--- config.mk ---
export PLATFORM = sky130hd
export DESIGN_NAME = load_store_unit
export DESIGN_NICKNAME = d
export VERILOG_FILES = /design/src/rtl/load_store_unit_pkg.sv /design/src/rtl/load_store_unit_load_align.sv /design/src/rtl/load_store_unit.sv
export SDC_FILE = /design/constraint.sdc
export NUM_CORES = 1
export LEC_CHECK = 0
export CAP_MARGIN = 25
export CORE_ASPECT_RATIO = 0.5
export CORE_MARGIN = 10
export CORE_UTILIZATION = 54
export CTS_CLUSTER_SIZE = 25
export DETAILED_ROUTE_END_ITERATION = 8
export PLACE_DENSITY_LB_ADDON = 0.12
export SLEW_MARGIN = 25
export SYNTH_ARGS = -nofsm -noshare
export SYNTH_HDL_FRONTEND = slang
export SYNTH_HIERARCHICAL = 1
export SYNTH_SLANG_ARGS = --single-unit
--- constraint.sdc ---
create_clock -name clk -period 5.2 [get_ports clk]
set_input_delay 1.04 -clock clk [delete_from_list [all_inputs] [get_ports clk]]
set_output_delay 1.04 -clock clk [all_outputs]
set_load 0.02 [all_outputs]
--- src/rtl/load_store_unit_pkg.sv ---
// Shared types and helpers for the load/store unit: access sizes, FSM states, byte-lane math.
package load_store_unit_pkg;

    localparam int NUM_LANES = 4;

    typedef enum logic [1:0] {
        SIZE_BYTE = 2'b00,
        SIZE_HALF = 2'b01,
        SIZE_WORD = 2'b10
    } mem_size_t;

    typedef enum logic [1:0] {
        LSU_IDLE,
        LSU_ISSUE,
        LSU_WAIT,
        LSU_RESP
    } lsu_state_t;

    // Byte mask across two consecutive words: [3:0] first word, [7:4] the next one.
    function automatic logic [7:0] beat_mask(input logic [1:0] off, input logic [1:0] size);
        logic [7:0] m;
        case (size)
            SIZE_BYTE: m = 8'h01;
            SIZE_HALF: m = 8'h03;
            default:   m = 8'h0F;
        endcase
        return m << off;
    endfunction

    function automatic logic crosses(input logic [1:0] off, input logic [1:0] size);
        logic [7:0] m;
        m = beat_mask(off, size);
        return |m[7:4];
    endfunction

endpackage

--- src/rtl/load_store_unit_load_align.sv ---
// Load data extraction: shifts the two-word window down by the byte offset and extends.
module lsu_load_align
    import load_store_unit_pkg::*;
(
    input  logic [31:0] hi,
    input  logic [31:0] lo,
    input  logic [1:0]  off,
    input  logic [1:0]  size,
    input  logic        sign_ext,
    output logic [31:0] rdata
);

    logic [31:0] window;

    assign window = 32'({hi, lo} >> {off, 3'b000});

    always_comb begin
        case (size)
            SIZE_BYTE: rdata = {{24{sign_ext & window[7]}}, window[7:0]};
            SIZE_HALF: rdata = {{16{sign_ext & window[15]}}, window[15:0]};
            default:   rdata = window;
        endcase
    end

endmodule

--- src/rtl/load_store_unit.sv ---
// Load/store initiator: one request at a time, split into up to two word-aligned bus beats.
module load_store_unit
    import load_store_unit_pkg::*;
#(
    parameter int ADDR_WIDTH       = 32,
    parameter int DATA_WIDTH       = 32,
    parameter bit ALLOW_MISALIGNED = 1'b1
) (
    input  logic                  clk,
    input  logic                  rst,
    input  logic                  req_valid,
    output logic                  req_ready,
    input  logic                  req_we,
    input  logic [ADDR_WIDTH-1:0] req_addr,
    input  logic [DATA_WIDTH-1:0] req_wdata,
    input  logic [1:0]            req_size,
    input  logic                  req_sign_ext,
    output logic                  rsp_valid,
    output logic [DATA_WIDTH-1:0] rsp_rdata,
    output logic                  rsp_err,
    output logic                  mem_valid,
    input  logic                  mem_ready,
    output logic                  mem_we,
    output logic [ADDR_WIDTH-1:0] mem_addr,
    output logic [DATA_WIDTH-1:0] mem_wdata,
    output logic [NUM_LANES-1:0]  mem_be,
    input  logic                  mem_rvalid,
    input  logic [DATA_WIDTH-1:0] mem_rdata
);

    lsu_state_t state_q, state_d;

    logic                    we_q, sx_q, beat_q, err_q;
    logic [ADDR_WIDTH-1:0]   addr_q;
    logic [DATA_WIDTH-1:0]   wdata_q, lo_q, hi_q;
    logic [1:0]              size_q;

    logic                    req_cross, cross_q, accept;
    logic [7:0]              mask_q;
    logic [2*DATA_WIDTH-1:0] wide_wdata;
    logic [ADDR_WIDTH-1:0]   word_base, beat_addr;
    logic [DATA_WIDTH-1:0]   load_data;

    assign req_cross  = crosses(req_addr[1:0], req_size);
    assign mask_q     = beat_mask(addr_q[1:0], size_q);
    assign cross_q    = |mask_q[7:4];
    assign accept     = req_valid && req_ready;
    // Low half feeds beat 0, high half holds the bytes spilling into the next word.
    assign wide_wdata = {{DATA_WIDTH{1'b0}}, wdata_q} << {addr_q[1:0], 3'b000};
    assign word_base  = {addr_q[ADDR_WIDTH-1:2], 2'b00};
    assign beat_addr  = word_base + (beat_q ? ADDR_WIDTH'(4) : '0);

    lsu_load_align u_align (
        .hi       (hi_q),
        .lo       (lo_q),
        .off      (addr_q[1:0]),
        .size     (size_q),
        .sign_ext (sx_q),
        .rdata    (load_data)
    );

    always_comb begin
        state_d   = state_q;
        req_ready = (state_q == LSU_IDLE);
        mem_valid = 1'b0;
        mem_we    = 1'b0;
        mem_addr  = '0;
        mem_be    = '0;
        mem_wdata = '0;
        rsp_valid = 1'b0;
        rsp_err   = 1'b0;
        rsp_rdata = '0;
        case (state_q)
            LSU_IDLE: begin
                if (req_valid)
                    state_d = (req_cross && !ALLOW_MISALIGNED) ? LSU_RESP : LSU_ISSUE;
            end
            LSU_ISSUE: begin
                mem_valid = 1'b1;
                mem_we    = we_q;
                mem_addr  = beat_addr;
                mem_be    = beat_q ? mask_q[7:4] : mask_q[3:0];
                mem_wdata = beat_q ? wide_wdata[2*DATA_WIDTH-1:DATA_WIDTH] : wide_wdata[DATA_WIDTH-1:0];
                if (mem_ready)
                    state_d = LSU_WAIT;
            end
            LSU_WAIT: begin
                if (mem_rvalid)
                    state_d = (!beat_q && cross_q) ? LSU_ISSUE : LSU_RESP;
            end
            LSU_RESP: begin
                rsp_valid = 1'b1;
                rsp_err   = err_q;
                rsp_rdata = (we_q || err_q) ? '0 : load_data;
                state_d   = LSU_IDLE;
            end
            default: state_d = LSU_IDLE;
        endcase
    end

    always_ff @(posedge clk) begin
        if (rst) begin
            state_q <= LSU_IDLE;
            we_q    <= 1'b0;
            sx_q    <= 1'b0;
            beat_q  <= 1'b0;
            err_q   <= 1'b0;
            addr_q  <= '0;
            wdata_q <= '0;
            size_q  <= '0;
            lo_q    <= '0;
            hi_q    <= '0;
        end else begin
            state_q <= state_d;
            if (accept) begin
                we_q    <= req_we;
                sx_q    <= req_sign_ext;
                addr_q  <= req_addr;
                wdata_q <= req_wdata;
                size_q  <= req_size;
                beat_q  <= 1'b0;
                err_q   <= req_cross && !ALLOW_MISALIGNED;
                lo_q    <= '0;
                hi_q    <= '0;
            end
            if (state_q == LSU_WAIT && mem_rvalid) begin
                if (beat_q) hi_q <= mem_rdata;
                else        lo_q <= mem_rdata;
                if (!beat_q && cross_q)
                    beat_q <= 1'b1;
            end
        end
    end

endmodule

Word level (Yosys, flattened, before mapping)
Cells that the tools add are included.
- RAM bits: 0
- bits in latches: 0
- memories kept: 0
- logic and storage cells: 57
- bits of input ports: 105
- bits in read-only memories: 0
- output and inout port bits: 105
- bits in registers: 135
- $mul: 0
- add/subtract/negate cells: 1
- bitwise operators: 2
- reductions and logical operators: 8
- div/mod/pow operators: 0
- mux-type cells: 27
- equality and inequality tests: 7
- magnitude comparators: 0
- shift operators: 3
- operator list (operator ; count):
    2-to-1 mux 32 bit ; 11
    one-hot mux 32 bit (2 select lines) ; 1
    << shifter 32 x 5 -> 64 bit ; 1
    >> shifter 64 x 5 -> 32 bit ; 1
    adder 32 x 3 -> 32 bit ; 1
    2-to-1 mux 2 bit ; 4
    2-to-1 mux 4 bit ; 2
    one-hot mux 2 bit (4 select lines) ; 1
    one-hot mux 4 bit (2 select lines) ; 1
    << shifter 8 x 2 -> 8 bit ; 1
    2-to-1 mux 1 bit ; 6
    != test 2 bit (second input constant) ; 3
    equality test 2 x 1 -> 1 bit (second input constant) ; 2
    equality test 2 bit (second input constant) ; 2
    logical NOT 2 bit ; 2
    OR reduction 4 bit ; 1
    logical AND 1 bit ; 3
    2-to-1 mux 3 bit ; 1
    AND reduction 3 bit ; 1
    bitwise AND 1 bit ; 2
    logical NOT 1 bit ; 1

Depth between registers and ports, before layout
- depth after elaboration: 8
- depth in mapped cells: 7

By module
The synthesis kept the hierarchy.
- by module, submodules not included (module ; area an instance (um^2) ; cells each ; sequential area each (um^2) ; instances):
    load_store_unit ; 6865.3 ; 932 ; 2702.6 ; 1
    lsu_load_align ; 1103.6 ; 100 ; 0.0 ; 1

Worst setup path before layout
Ideal clock, no wire load.
- kind: register to output
- from: reg addr_q[12]
- to: out mem_addr[27]
- data required time: 4160 ps
- stages on the path, launching flop included: 6
- arrival time: 2006 ps
- slack: 2154 ps
- path through: dfxtp_1 -> nand4_1 -> or4_1 -> buf_2 -> or4_1 -> a21oi_1
- longest elaborated chain between the ends: 2
- RTL lines (element ; RTL line ; RTL):
    start, declared ; load_store_unit.sv:34 ; logic [ADDR_WIDTH-1:0] addr_q;
    start signal, assigned ; load_store_unit.sv:118 ; addr_q <= req_addr;
    adder 32 x 3 -> 32 bit ; load_store_unit.sv:51 ; assign beat_addr = word_base + (beat_q ? ADDR_WIDTH'(4) : '0);
    2-to-1 mux 32 bit ; load_store_unit.sv:73 ; case (state_q)
    end, declared ; load_store_unit.sv:24 ; output logic [ADDR_WIDTH-1:0] mem_addr,
Every way passes these cells.

Worst setup path after layout
- from: reg addr_q[1]
- to: out mem_wdata[7]
- longest elaborated chain between the ends: 3
- RTL lines (element ; RTL line ; RTL):
    << shifter 32 x 5 -> 64 bit ; load_store_unit.sv:49 ; assign wide_wdata = {{DATA_WIDTH{1'b0}}, wdata_q} << {addr_q[1:0], 3'b000};
    2-to-1 mux 32 bit ; load_store_unit.sv:83 ; mem_wdata = beat_q ? wide_wdata[2*DATA_WIDTH-1:DATA_WIDTH] : wide_wdata[DATA_WIDTH-1:0];
    2-to-1 mux 32 bit ; load_store_unit.sv:73 ;
    end, declared ; load_store_unit.sv:25 ; output logic [DATA_WIDTH-1:0] mem_wdata,
Every way passes these cells.

==> results_dict.tcl <==
set metrics [dict create \
    regArea_um2 2550 \
    finalCriticalPeriod_ns 4.35 \
    rows 30 \
    power-per-cell-area_nw_per_um2 268 \
    syn_inst 1000 \
    ctsResizeCount 0 \
    highest_layer "met4" \
    drv_cap 0 \
    setup_violations 0 \
    holdWs_ns 0.469 \
    die_area_um2 19700 \
    p_leak_nw 3.38 \
    coreArea_um2 13700 \
    drtPass1Iterations 5 \
    max_freq_mhz 230 \
    hold_path.class "reg -> reg" \
    routed_wl_mm 26.8 \
    netlist_area_um2 7700 \
    drt_iter0_drc 818 \
    clock_latency_ns 0.42 \
    hold_viol_final 0 \
    clk_path_buf_depth 2 \
    hold_buffers 0 \
    vias_per_cell 6.08 \
    gp_congestion 0.946 \
    antenna_found_initial 0 \
    rsz0062_at_grt "false" \
    dpl.hpwl_mm 18.6 \
    endpoint_kind "output pin" \
    multiInputGateArea_um2 4730 \
    met1_length_mm 10.9 \
    syn_to_final_growth_pct 33.7 \
    grt_pass1_wl_mm 42.0 \
    die_h_um 104 \
    die_w_um 189 \
    io_pins 210 \
    cts_tree "done" \
    drcViolationCount 0 \
    num_vias 8193 \
    ant_nets 0 \
    wl_met3_mm 2.68 \
    initial_core_util 0.560 \
    nets 1250 \
    overflow 0 \
    cts.sinks 127 \
    crit_path_start_kind "flop" \
    clk_pin_slew_ns 0.06 \
    wl_met2_mm 12.7 \
    grtUsageTotal 0.259 \
    cp.required_ns 4.16 \
    fill_cells 1051 \
    critPathKind "reg -> out" \
    vdd_drop_max_uv 185 \
    grt_pass1_vias 7649 \
    critPathArrivalTime_ns 3.31 \
    ctsHtreeMaxLevel 4 \
    finalSetupTns_ns 0 \
    cts_post_setup_buffers_inserted 0 \
    period_share 0.837 \
    routedWlPerCell_um 19.9 \
    port_buffers 206 \
    synth.avg_cell_area_um2 7.70 \
    max-slew-margin-rel 0.327 \
    slew_viol_final 0 \
    layout-drive-gt1-share 0.0986 \
    yosysWarnings 6 \
    status "finished, final reports clean" \
    grt_start_max_net_pins 86 \
    finClkSkew_ns 0.00803 \
    cts-root-buf "clkbuf_16" \
    tightest_slew_ns 1.01 \
    critPathMaxFanout 85 \
    diodes 0 \
    r2r_setup_slack_ns 3.04 \
    cts_buffers 17 \
]
==> report_power, final <==
part	internal [mW]	switching, mW
Sequential	1.02	0.0885
Combinational	0.210	0.239
Clock	0.690	0.517
==> registers in the layout (all words and copies together), names as in the netlist <==
register / count
addr_q: 32
beat_q: 1
hi_q: 24
lo_q: 32
size_q: 2
state_q: 2
sx_q: 1
wdata_q: 32
we_q: 1
==> metal layers <==
metal / GRT usage / up-vias
li1: - / 3819
met1: 0.334 / 3862
met2: 0.425 / 461
met3: 0.0579 / 51
met4: 0.0749 / 0
met5: 0 / -
==> cell type report <==
class,count,share of cell area
Inverter,13,0.00474
Multi-Input combinational cell,767,0.459
Sequential cell,127,0.248
Timing Repair Buffer,217,0.208
Tap cell,192,0.0233
Clock inverter,14,0.0141
Clock buffer,18,0.0427
==> placed cells by master, fill, tap and decap left out, types with 9 or more instances in the layout <==
cell and count:
a21oi_1 155, a22oi_1 16, and2_1 37, buf_4 12, clkbuf_16 17, clkdlybuf4s50_1 205
dfxtp_1 125, inv_1 13, inv_6 9, mux2_2 23, mux2i_1 9, mux4_2 33
nand2_1 230, nand3_1 70, nor2_1 41, nor3_1 10, o21ai_0 21, o21ai_1 9
o31ai_1 10, or4_1 11
==> stage by stage <==
stage / worst slack (ns) / cell area [um^2] / cells / total power, mW / util
2_1_floorplan: 2.15 / 7710 / 1002 / 1.37 / -
3_3_place_gp: 1.38 / 9700 / 1316 / 1.56 / 0.706
3_5_place_dp: 1.32 / 9700 / 1316 / 1.56 / 0.706
4_1_cts: 0.870 / 10300 / 1348 / 2.75 / 0.749
5_1_grt: 0.672 / 10300 / 1348 / 2.86 / 0.749
6_report: 0.847 / 10300 / 1348 / 2.76 / 0.749
==> worst paths after layout <==
path,cells past startpoint,start,to
hold reg to reg,2,addr_q[2],addr_q[2]
setup reg to reg,5,state_q[0],wdata_q[16]
hold / removal,2,addr_q[2],addr_q[2]
setup / recovery,4,addr_q[1],mem_wdata[7]
==> critical path, stage by stage (launching register included) <==
cell and delay (ns):
dfxtp_4 1.02, nor2b_1 0.76, a22oi_1 0.19, o2bb2ai_1 0.27, clkdlybuf4s50_1 0.66
No activity file was read; power rests on OpenSTA's default activity.
